**src/rtl/ccd_window_gen_pkg.sv**
```systemverilog
// rtl/ccd_window_gen_pkg.sv - shared types and helpers for the CCD window generator
package ccd_window_pkg;

  typedef enum logic [1:0] {
    ST_IDLE = 2'd0,
    ST_FILL = 2'd1,
    ST_RUN  = 2'd2
  } win_state_t;

  localparam int DEF_K      = 3;
  localparam int DEF_STRIDE = 2;
  localparam int SR_DEPTH   = (DEF_K - 1) * DEF_STRIDE + 1;

  // Register stage (1-based) that feeds window column c
  function automatic int tap_depth(input int c, input int k, input int stride);
    return (k - 1 - c) * stride + 1;
  endfunction

endpackage

```
**src/rtl/ccd_window_gen_if.sv**
```systemverilog
// rtl/ccd_window_gen_if.sv - pixel/tap inputs and window outputs of the window generator
interface ccd_window_gen_if #(
  parameter int DW   = 10,
  parameter int K    = 3,
  parameter int NBUF = 3
);
  logic                  frame_start;
  logic                  pix_valid;
  logic                  row_end;
  logic [NBUF*DW-1:0]    ram_data;
  logic [K*K*DW-1:0]     win;
  logic                  win_valid;
  logic [K-1:0]          edge_mask;

  modport master (
    output frame_start, pix_valid, row_end, ram_data,
    input  win, win_valid, edge_mask
  );

  modport slave (
    input  frame_start, pix_valid, row_end, ram_data,
    output win, win_valid, edge_mask
  );
endinterface

```
**src/rtl/ccd_window_gen_tap_line.sv**
```systemverilog
// rtl/ccd_window_gen_tap_line.sv - one window row: tap mux plus pixel-gated strided shift register
module ccd_tap_line
  import ccd_window_pkg::*;
#(
  parameter int DW     = 10,
  parameter int K      = 3,
  parameter int STRIDE = 2,
  parameter int NBUF   = 3,
  parameter int DEPTH  = SR_DEPTH,
  localparam int SW    = $clog2(NBUF)
) (
  input  logic               clk,
  input  logic               aclr,
  input  logic [NBUF*DW-1:0] ram_data,
  input  logic [SW-1:0]      sel,
  input  logic               zero_force,
  input  logic               adv,
  output logic [K*DW-1:0]    taps
);

  logic [DW-1:0] mux_out;
  logic [DW-1:0] sr [1:DEPTH];

  always_comb begin
    mux_out = '0;
    if (!zero_force) begin
      for (int n = 0; n < NBUF; n++) begin
        if (sel == SW'(n)) mux_out = ram_data[n*DW +: DW];
      end
    end
  end

  always_ff @(posedge clk or negedge aclr) begin
    if (!aclr) begin
      for (int i = 1; i <= DEPTH; i++) sr[i] <= '0;
    end else if (adv) begin
      sr[1] <= mux_out;
      for (int i = 2; i <= DEPTH; i++) sr[i] <= sr[i-1];
    end
  end

  for (genvar c = 0; c < K; c++) begin : g_col
    assign taps[c*DW +: DW] = sr[tap_depth(c, K, STRIDE)];
  end

endmodule

```
**src/rtl/ccd_window_gen.sv**
```systemverilog
// rtl/ccd_window_gen.sv - KxK window generator with row rotation and fill FSM; WINDOW_EDGE_MASK_EN enables column boundary masking
module ccd_window_gen
  import ccd_window_pkg::*;
#(
  parameter int DW     = 10,
  parameter int K      = 3,
  parameter int STRIDE = 2,
  parameter int NBUF   = 3
) (
  input  logic            clk,
  input  logic            aclr,
  ccd_window_gen_if.slave bus
);

  localparam int SRD = tap_depth(0, K, STRIDE);
  localparam int RW  = $clog2(NBUF);
  localparam int RSW = $clog2(K);
  localparam int CW  = $clog2(SRD + 1);

  if (NBUF < K || K < 3 || K > 7 || (K % 2) == 0) begin : g_bad_cfg
    $error("ccd_window_gen: K must be odd in 3..7 and NBUF >= K");
  end

  win_state_t     state;
  logic [RW-1:0]  rot;
  logic [RSW-1:0] rows_seen;
  logic           win_valid_q;
  logic [K-1:0]   mask;
  logic [K*DW-1:0] row_taps [K];

  // frame_start has priority over row_end; counters update after a coincident pixel
  always_ff @(posedge clk or negedge aclr) begin
    if (!aclr) begin
      state       <= ST_IDLE;
      rot         <= '0;
      rows_seen   <= '0;
      win_valid_q <= 1'b0;
    end else begin
      win_valid_q <= bus.pix_valid && (state == ST_RUN);
      if (bus.frame_start) begin
        state     <= ST_FILL;
        rot       <= '0;
        rows_seen <= '0;
      end else if (bus.row_end) begin
        rot <= (rot == RW'(NBUF - 1)) ? '0 : rot + 1'b1;
        if (rows_seen != RSW'(K - 1)) rows_seen <= rows_seen + 1'b1;
        if (state == ST_FILL && rows_seen == RSW'(K - 2)) state <= ST_RUN;
      end
    end
  end

  for (genvar r = 0; r < K; r++) begin : g_row
    logic [RW:0]   sum;
    logic [RW-1:0] sel;

    // rot < NBUF and r < NBUF, so one conditional subtract gives the modulo
    assign sum = {1'b0, rot} + (RW+1)'(r);
    assign sel = (sum >= (RW+1)'(NBUF)) ? RW'(sum - (RW+1)'(NBUF)) : sum[RW-1:0];

    ccd_tap_line #(
      .DW    (DW),
      .K     (K),
      .STRIDE(STRIDE),
      .NBUF  (NBUF),
      .DEPTH (SRD)
    ) u_line (
      .clk       (clk),
      .aclr      (aclr),
      .ram_data  (bus.ram_data),
      .sel       (sel),
      .zero_force(state == ST_IDLE),
      .adv       (bus.pix_valid),
      .taps      (row_taps[r])
    );

    for (genvar c = 0; c < K; c++) begin : g_col
      assign bus.win[(r*K + c)*DW +: DW] = mask[c] ? '0 : row_taps[r][c*DW +: DW];
    end
  end

`ifdef WINDOW_EDGE_MASK_EN
  logic [CW-1:0] col_cnt;

  always_ff @(posedge clk or negedge aclr) begin
    if (!aclr) begin
      col_cnt <= '0;
    end else if (bus.frame_start || bus.row_end) begin
      col_cnt <= '0;
    end else if (bus.pix_valid && col_cnt != CW'(SRD)) begin
      col_cnt <= col_cnt + 1'b1;
    end
  end

  // A column is masked until its stage holds a pixel from the current row
  for (genvar c = 0; c < K; c++) begin : g_mask
    assign mask[c] = (state != ST_IDLE) && (col_cnt <= CW'(tap_depth(c, K, STRIDE) - 1));
  end
`else
  assign mask = '0;
`endif

  assign bus.edge_mask = mask;
  assign bus.win_valid = win_valid_q;

endmodule

```
**src/flat_wrapper.sv**
```systemverilog
// flat-port wrapper written by rule: the top's interface ports become plain ports
module ccd_window_gen_flat import ccd_window_pkg::*;
#(
  parameter int DW     = 10,
  parameter int K      = 3,
  parameter int STRIDE = 2,
  parameter int NBUF   = 3
)
  (clk, aclr, bus_frame_start, bus_pix_valid, bus_row_end, bus_ram_data, bus_win, bus_win_valid, bus_edge_mask);
  ccd_window_gen_if #(.DW(DW), .K(K), .NBUF(NBUF)) bus_i ();
  input  logic clk;
  input  logic aclr;
  input wire logic [$bits(bus_i.frame_start)-1:0] bus_frame_start;
  input wire logic [$bits(bus_i.pix_valid)-1:0] bus_pix_valid;
  input wire logic [$bits(bus_i.row_end)-1:0] bus_row_end;
  input wire logic [$bits(bus_i.ram_data)-1:0] bus_ram_data;
  output wire logic [$bits(bus_i.win)-1:0] bus_win;
  output wire logic [$bits(bus_i.win_valid)-1:0] bus_win_valid;
  output wire logic [$bits(bus_i.edge_mask)-1:0] bus_edge_mask;
  assign bus_i.frame_start = bus_frame_start;
  assign bus_i.pix_valid = bus_pix_valid;
  assign bus_i.row_end = bus_row_end;
  assign bus_i.ram_data = bus_ram_data;
  assign bus_win = bus_i.win;
  assign bus_win_valid = bus_i.win_valid;
  assign bus_edge_mask = bus_i.edge_mask;
  ccd_window_gen #(.DW(DW), .K(K), .STRIDE(STRIDE), .NBUF(NBUF)) u_core (.clk(clk), .aclr(aclr), .bus(bus_i));
endmodule
```
**config.mk**
```make
export PLATFORM = sky130hd
export DESIGN_NAME = ccd_window_gen_flat
export DESIGN_NICKNAME = d
export VERILOG_FILES = /design/src/rtl/ccd_window_gen_pkg.sv /design/src/rtl/ccd_window_gen_if.sv /design/src/rtl/ccd_window_gen_tap_line.sv /design/src/rtl/ccd_window_gen.sv /design/src/flat_wrapper.sv
export SDC_FILE = /design/constraint.sdc
export NUM_CORES = 1
export LEC_CHECK = 0
export CAP_MARGIN = 20
export CORE_ASPECT_RATIO = 0.9
export CORE_MARGIN = 1
export CORE_UTILIZATION = 37
export DETAILED_ROUTE_END_ITERATION = 10
export SETUP_SLACK_MARGIN = 0.3
export SYNTH_ARGS = -nofsm -noshare
export SYNTH_HDL_FRONTEND = slang
export SYNTH_HIERARCHICAL = 1
export SYNTH_SLANG_ARGS = --single-unit
```
**constraint.sdc**
```tcl
create_clock -name clk -period 2.1 [get_ports clk]
set_input_delay 0.63 -clock clk [delete_from_list [all_inputs] [get_ports clk]]
set_output_delay 0.63 -clock clk [all_outputs]
set_load 0.02 [all_outputs]
```
### After elaboration in Yosys (flattened, before gate mapping)

Cells that the tools add are included.

* flip-flop bits (word level): 157
* input port bits: 35
* output and inout bits: 94
* logic and storage cells: 75

* $add $sub $neg: 7
* order comparisons: 3
* eq/ne operators: 11
* mux-type cells: 24
* reductions and logical operators: 11

Operators by type and width (count)
* 2-to-1 mux 10 bit: 12
* 2-to-1 mux 2 bit: 12
* equality test 2 x 1 -> 1 bit, second input constant: 5
* equality test 2 bit, second input constant: 5
* logical NOT 2 bit: 4
* greater-or-equal comparator 3 x 2 -> 1 bit, second input constant: 2
* nonzero test 2 bit: 3
* subtractor 2 bit, second input constant: 3
* adder 2 x 1 -> 2 bit, second input constant: 2
* AND reduction 2 bit: 2
* adder 2 x 1 -> 3 bit, second input constant: 1
* adder 2 x 2 -> 3 bit, second input constant: 1
* greater-or-equal comparator 2 bit, second input constant: 1
* logical AND 1 bit: 2
* inequality test 2 bit, second input constant: 1

### Longest topological paths before layout

* depth after elaboration: 8
* mapped depth: 6
* mapped depth without buffers: 5

### Cells and area by module

The synthesis kept the hierarchy.

By module, submodules not included
* ccd_tap_line: times used 3, cells an instance 173, area each 2388.5 um^2
* ccd_window_gen: times used 1, cells an instance 41, area each 416.6 um^2

### Worst setup path before layout

OpenSTA, ideal clock, no wires.

* kind: reg-to-reg
* start: register u_core.rot[0]
* end: register u_core.g_row[1].u_line.sr, in the netlist u_core/g_row[1].u_line/taps[20]
* arrival time: 1.333 ns
* required time: 2.006 ns
* setup slack: 0.673 ns
* cell stages (with the launch flop): 7
* buffers on the path: 1
* cells stage by stage: dfrtp_1 inv_1 ha_1 inv_1 buf_4 mux2i_1 a221oi_2

* longest elaborated chain between the ends: 8
* elaborated cells on any way between the ends: 11
* those cells by class: 2 x add/sub; 1 x order compare; 2 x eq/ne; 5 x mux; 1 x reduce/logical

Ends and longest elaborated chain
* start: declaration: line ccd_window_gen.sv:25 `logic [RW-1:0] rot;`
* start signal: assignment: line ccd_window_gen.sv:45 `rot <= (rot == RW'(NBUF - 1)) ? '0 : rot + 1'b1;`
* adder 2 x 1 -> 3 bit (*): line ccd_window_gen.sv:57 `assign sum = {1'b0, rot} + (RW+1)'(r);`
* greater-or-equal comparator 3 x 2 -> 1 bit / subtractor 2 bit (equally long branches): line ccd_window_gen.sv:58 `assign sel = (sum >= (RW+1)'(NBUF)) ? RW'(sum - (RW+1)'(NBUF)) : sum[RW-1:0];`
* 2-to-1 mux 2 bit (*): line ccd_window_gen.sv:58
* named net u_core.g_row[1].sel[0]: line ccd_window_gen.sv:54 `logic [RW-1:0] sel;`
* logical NOT 2 bit: line ccd_window_gen_tap_line.sv:28 `if (sel == SW'(n)) mux_out = ram_data[n*DW +: DW];`
* 2-to-1 mux 10 bit (2 in series): line ccd_window_gen_tap_line.sv:28
* 2-to-1 mux 10 bit (*): line ccd_window_gen_tap_line.sv:28
* 2-to-1 mux 10 bit (*): line ccd_window_gen_tap_line.sv:26 `if (!zero_force) begin`
* end: declaration: line ccd_window_gen_tap_line.sv:22 `logic [DW-1:0] sr [1:DEPTH];`

Mark *: on every way through the listed nets, which the timed path passes. The rest lies on a longest branch.
A chain may end at the register's enable or synchronous reset.

### Worst setup path after layout

* start: register u_core.g_row[1].u_line.sr, in the netlist u_core/g_row[1].u_line/taps[15]
* end: output bus_win[45]

RTL lines
* end: declaration: line flat_wrapper.sv:17 `output wire logic [$bits(bus_i.win)-1:0] bus_win;`

No word-level cell between the ends.

==> results <==
- The run finished with clean final reports.
- The TritonCTS sink count is 157.
- The critical-path maximum fanout is 3.
- The area of the die is 0.0211 sq mm.
- The primary flip-flop cell chosen by synthesis mapping is sky130_fd_sc_hd__dfrtp_1.
- The final routed DRC violation total is 0.
- The largest individual stage delay along the critical path comes from the cell sky130_fd_sc_hd__dfrtp_1.
- The final count of negative-setup-slack endpoints is 0.
- The via count of the first global-routing pass was between 4,000 and 5,000.
- TritonCTS built the clock tree.
- The net count reported at finish is 638.
- After synthesis the cells add up to 0.00758 sq mm.
- The total length of routed wires is 15.5 mm.
- The worst setup path is launched from a register.
- Pin placement for this block handled 129 I/O pins.
- The count of input and output buffers is 125.
- For this run, the total global-route usage over all layers was measured as 0.154.
- The total overflow left after global routing is 0.
- 0 antenna diodes ended up in the layout.
- The initial antenna violation count is 0.
- The total via count in the routed design is 4,278.
- In the final routed layout, each cell accounts on average for 17.9 um.
- Once layout is complete, the utilization of the core stands at 0.440.
- Entering global routing, the biggest net connects approximately 100 pins.
- The proportion of synthesized flip-flops having asynchronous set or reset is 1.00.
- The synthesized design contains 0 enable-type register cells.
- Counting along the longest clock path gives a buffer depth of 2.
- The maximum single-stage delay on the critical path is 390 ps.
- Summing all multi-input logic gate instances after layout gives about 0.0027 sq mm.
- The clock latency reported for the late side of the worst-skew pair is about 420 ps.
- The number of different library cells in the post-synthesis netlist is 21.
- The horizontal die dimension is 153 um.
- The first global-routing pass estimated 24.7 mm of wire.
- The final standard cell count with taps included and fillers excluded is 865.
- The register area share after synthesis is 0.518.
- The Yosys step of the flow raised 6 warnings.
- Headroom to the max-slew limit came out at 0.578.
- Together, buffers and inverters on the worst path number 1.
- The starting density of the core is 0.378.
- The tool flagged a number of max-cap violations equal to 0.
- CTS placed an instance of sky130_fd_sc_hd__clkbuf_16 at the clock tree root.
- The area overhead of the layout relative to synthesis is 16.4%.
- The time the final worst path needs with I/O delays and setup is 1760 ps.
- Between clock sinks in the finished design, the worst skew comes to 5.56 ps.
- Timing analysis after detailed placement gives a worst setup slack of -36.0 ps.
- For the pin with the worst max-slew slack, the measured transition is approximately 630 ps.
- The worst path meets setup with 341 ps of slack.
- The average instance in the mapped netlist occupies 13.5 sq um.
- Data arrives at the worst endpoint at 1130 ps.
- The detail route stage leaves a number of antenna-violating nets equal to 0.
- The final-layout fill cell count is 1,796.
- The count of pins over their slew limit is 0.
- The detailed-placement wirelength estimate is 11.2 mm.
- The critical path capture point type is an output pin.
- The number of clock buffers added by TritonCTS is 17.
- Based on the critical path, the design can be clocked at up to 0.569 GHz.
- For the worst setup path, the data required time is around 1500 ps.
- The analysis attributes to cell leakage a power of 3.69 nW.
- Setup repair after global routing left no endpoint under its margin.
- CTS built an H-tree with a depth of 4.
- At the end of routability-driven placement, the weighted congestion stood at 0.776.
- In this run the core area contains around 50 standard-cell rows.
- The clock-pin slew on the worst setup and hold paths is 60 ps.
- Summing all flip-flop and latch instances after layout gives 0.00393 sq mm.
- The kind of cell with the highest combined delay on the critical path is flip-flops.
- The number of hold buffers added after cts is 0.
- The count of TritonRoute iterations in the first routing pass is 4.
- Counting flops and latches in the post-synthesis netlist gives 157.
- In the routed layout, each cell is associated on average with a via count of 4.95.
- The ratio of cells with drive above 1 in the final layout is 0.398.
- Dividing the final minimum period by the clock period gives 0.837.
- Dividing total power by cell area gives a power density of 1150 mW/mm^2.
- The hold violation count in the final report is 0.
- The post-synthesis instance total is 560.
- The worst voltage drop across the vdd grid is 0.492 mV.
- Measured along the y axis, the die boundary spans 138 um.
- The type of the worst setup path is register to output pin.
- The number of placed instances, taps included, is 833.
- The total area inside the core boundary comes to 0.0200 sq mm.
- Walking the worst path, the cells encountered are dlygate4sd2_1.
- For this block, the initial DRC count from the detailed router was 221.
- The class of the tightest hold or removal check is input port to async pin.
cell type report:
class	instances	share of cell area
flip-flops and latches	157	0.445
clock inverters	12	0.0128
inverters	5	0.00213
well taps	255	0.0361
repair buffers	140	0.144
multi-input cells	276	0.307
clock buffers	20	0.0529
cell usage in the layout (no fill, tap or decap), types with 10 or more instances in the layout:
| master | count |
|---|---|
| sky130_fd_sc_hd__dfrtp_1 | 157 |
| sky130_fd_sc_hd__mux2_2 | 121 |
| sky130_fd_sc_hd__clkdlybuf4s50_1 | 32 |
| sky130_fd_sc_hd__dlygate4sd2_1 | 32 |
| sky130_fd_sc_hd__mux2i_1 | 30 |
| sky130_fd_sc_hd__nand2b_1 | 30 |
| sky130_fd_sc_hd__o21ai_0 | 30 |
| sky130_fd_sc_hd__a221oi_2 | 30 |
| sky130_fd_sc_hd__clkdlybuf4s15_1 | 26 |
| sky130_fd_sc_hd__clkbuf_2 | 25 |
| sky130_fd_sc_hd__clkbuf_16 | 17 |
| sky130_fd_sc_hd__buf_4 | 10 |
logic make-up (layout without fill, tap and decap cells):
family,after synthesis,count (layout),synth area share
compound gates,63,63,0.0818
flops,157,157,0.518
simple gates,51,51,0.0399
buf+inv,129,177,0.128
mux,153,153,0.222
other cells,1,3,0.000495
fa+ha+maj,6,6,0.00990
worst paths after layout:
path / start / to / slack, ps / depth (start not counted)
worst max-delay path: u_core/g_row[1].u_line/taps[15] / bus_win[45] / 340 / 1
worst min-delay path: aclr / u_core/g_row[1].u_line/taps[8] / 130 / 1
worst max register to register: u_core/rot[0] / u_core/g_row[2].u_line/taps[28] / 430 / 6
worst min register to register: u_core/g_row[2].u_line/taps[1] / u_core/g_row[2].u_line/taps[1] / 500 / 1
max in group asynchronous: aclr / u_core/g_row[0].u_line/taps[28] / 1410 / 2
min in group clk: u_core/g_row[2].u_line/taps[1] / u_core/g_row[2].u_line/taps[1] / 500 / 1
flip-flops by register name, summed over array words and instances (netlist names):
| signal | count |
|---|---|
| u_core/bus.win_valid | 1 |
| u_core/g_row.u_line/sr | 60 |
| u_core/state | 2 |
| u_core/g_row.u_line/taps | 90 |
| u_core/rot | 2 |
| u_core/rows_seen | 2 |
per-stage QoR:
stage / area [sq um] / hold slack (ps) / setup TNS, ps / power (mW)
global placement: 8380 / 469 / 0 / 7.54
floorplan: 7590 / 334 / 0 / 6.84
finish: 8830 / 132 / 0 / 10.2
CTS: 8900 / 135 / 0 / 10.3
detailed placement: 8380 / 481 / -180 / 7.65
global route: 8830 / 151 / 0 / 10.7
per-layer routing:
metal,global-route usage,share of wire
met1,0.205,0.45
met2,0.245,0.49
met3,0.0418,0.047
met4,0.0533,0.012
met5,0,0
synthesized netlist by cell type (4+ instances only):
cell type                  instances  share of area
sky130_fd_sc_hd__a221oi_2         30          0.059
sky130_fd_sc_hd__buf_4           108           0.11
sky130_fd_sc_hd__buf_6            10          0.015
sky130_fd_sc_hd__dfrtp_1         157           0.52
sky130_fd_sc_hd__ha_1              6         0.0099
sky130_fd_sc_hd__inv_1             5         0.0025
sky130_fd_sc_hd__mux2_2          121           0.18
sky130_fd_sc_hd__mux2i_1          32          0.042
sky130_fd_sc_hd__nand2_1           4         0.0020
sky130_fd_sc_hd__nand2b_1         30          0.025
sky130_fd_sc_hd__nor2_1            8         0.0040
sky130_fd_sc_hd__nor2b_1           4         0.0033
sky130_fd_sc_hd__o21ai_0          30          0.020
power breakdown:
part / internal, mW / switching, mW / total [mW] / leakage (nW)
sequential: 3.89 / 0.529 / 4.41 / 1.80
combinational: 1.35 / 1.43 / 2.78 / 1.62
clock: 1.73 / 1.24 / 2.97 / 0.271
what timing repair did:
item,4_1_cts,5_1_grt
setup buffers,0,0
hold endpoints to repair,0,0
endpoints found under the setup margin,112,66
resized for setup,136,56
Power figures use the tool's default switching activity.
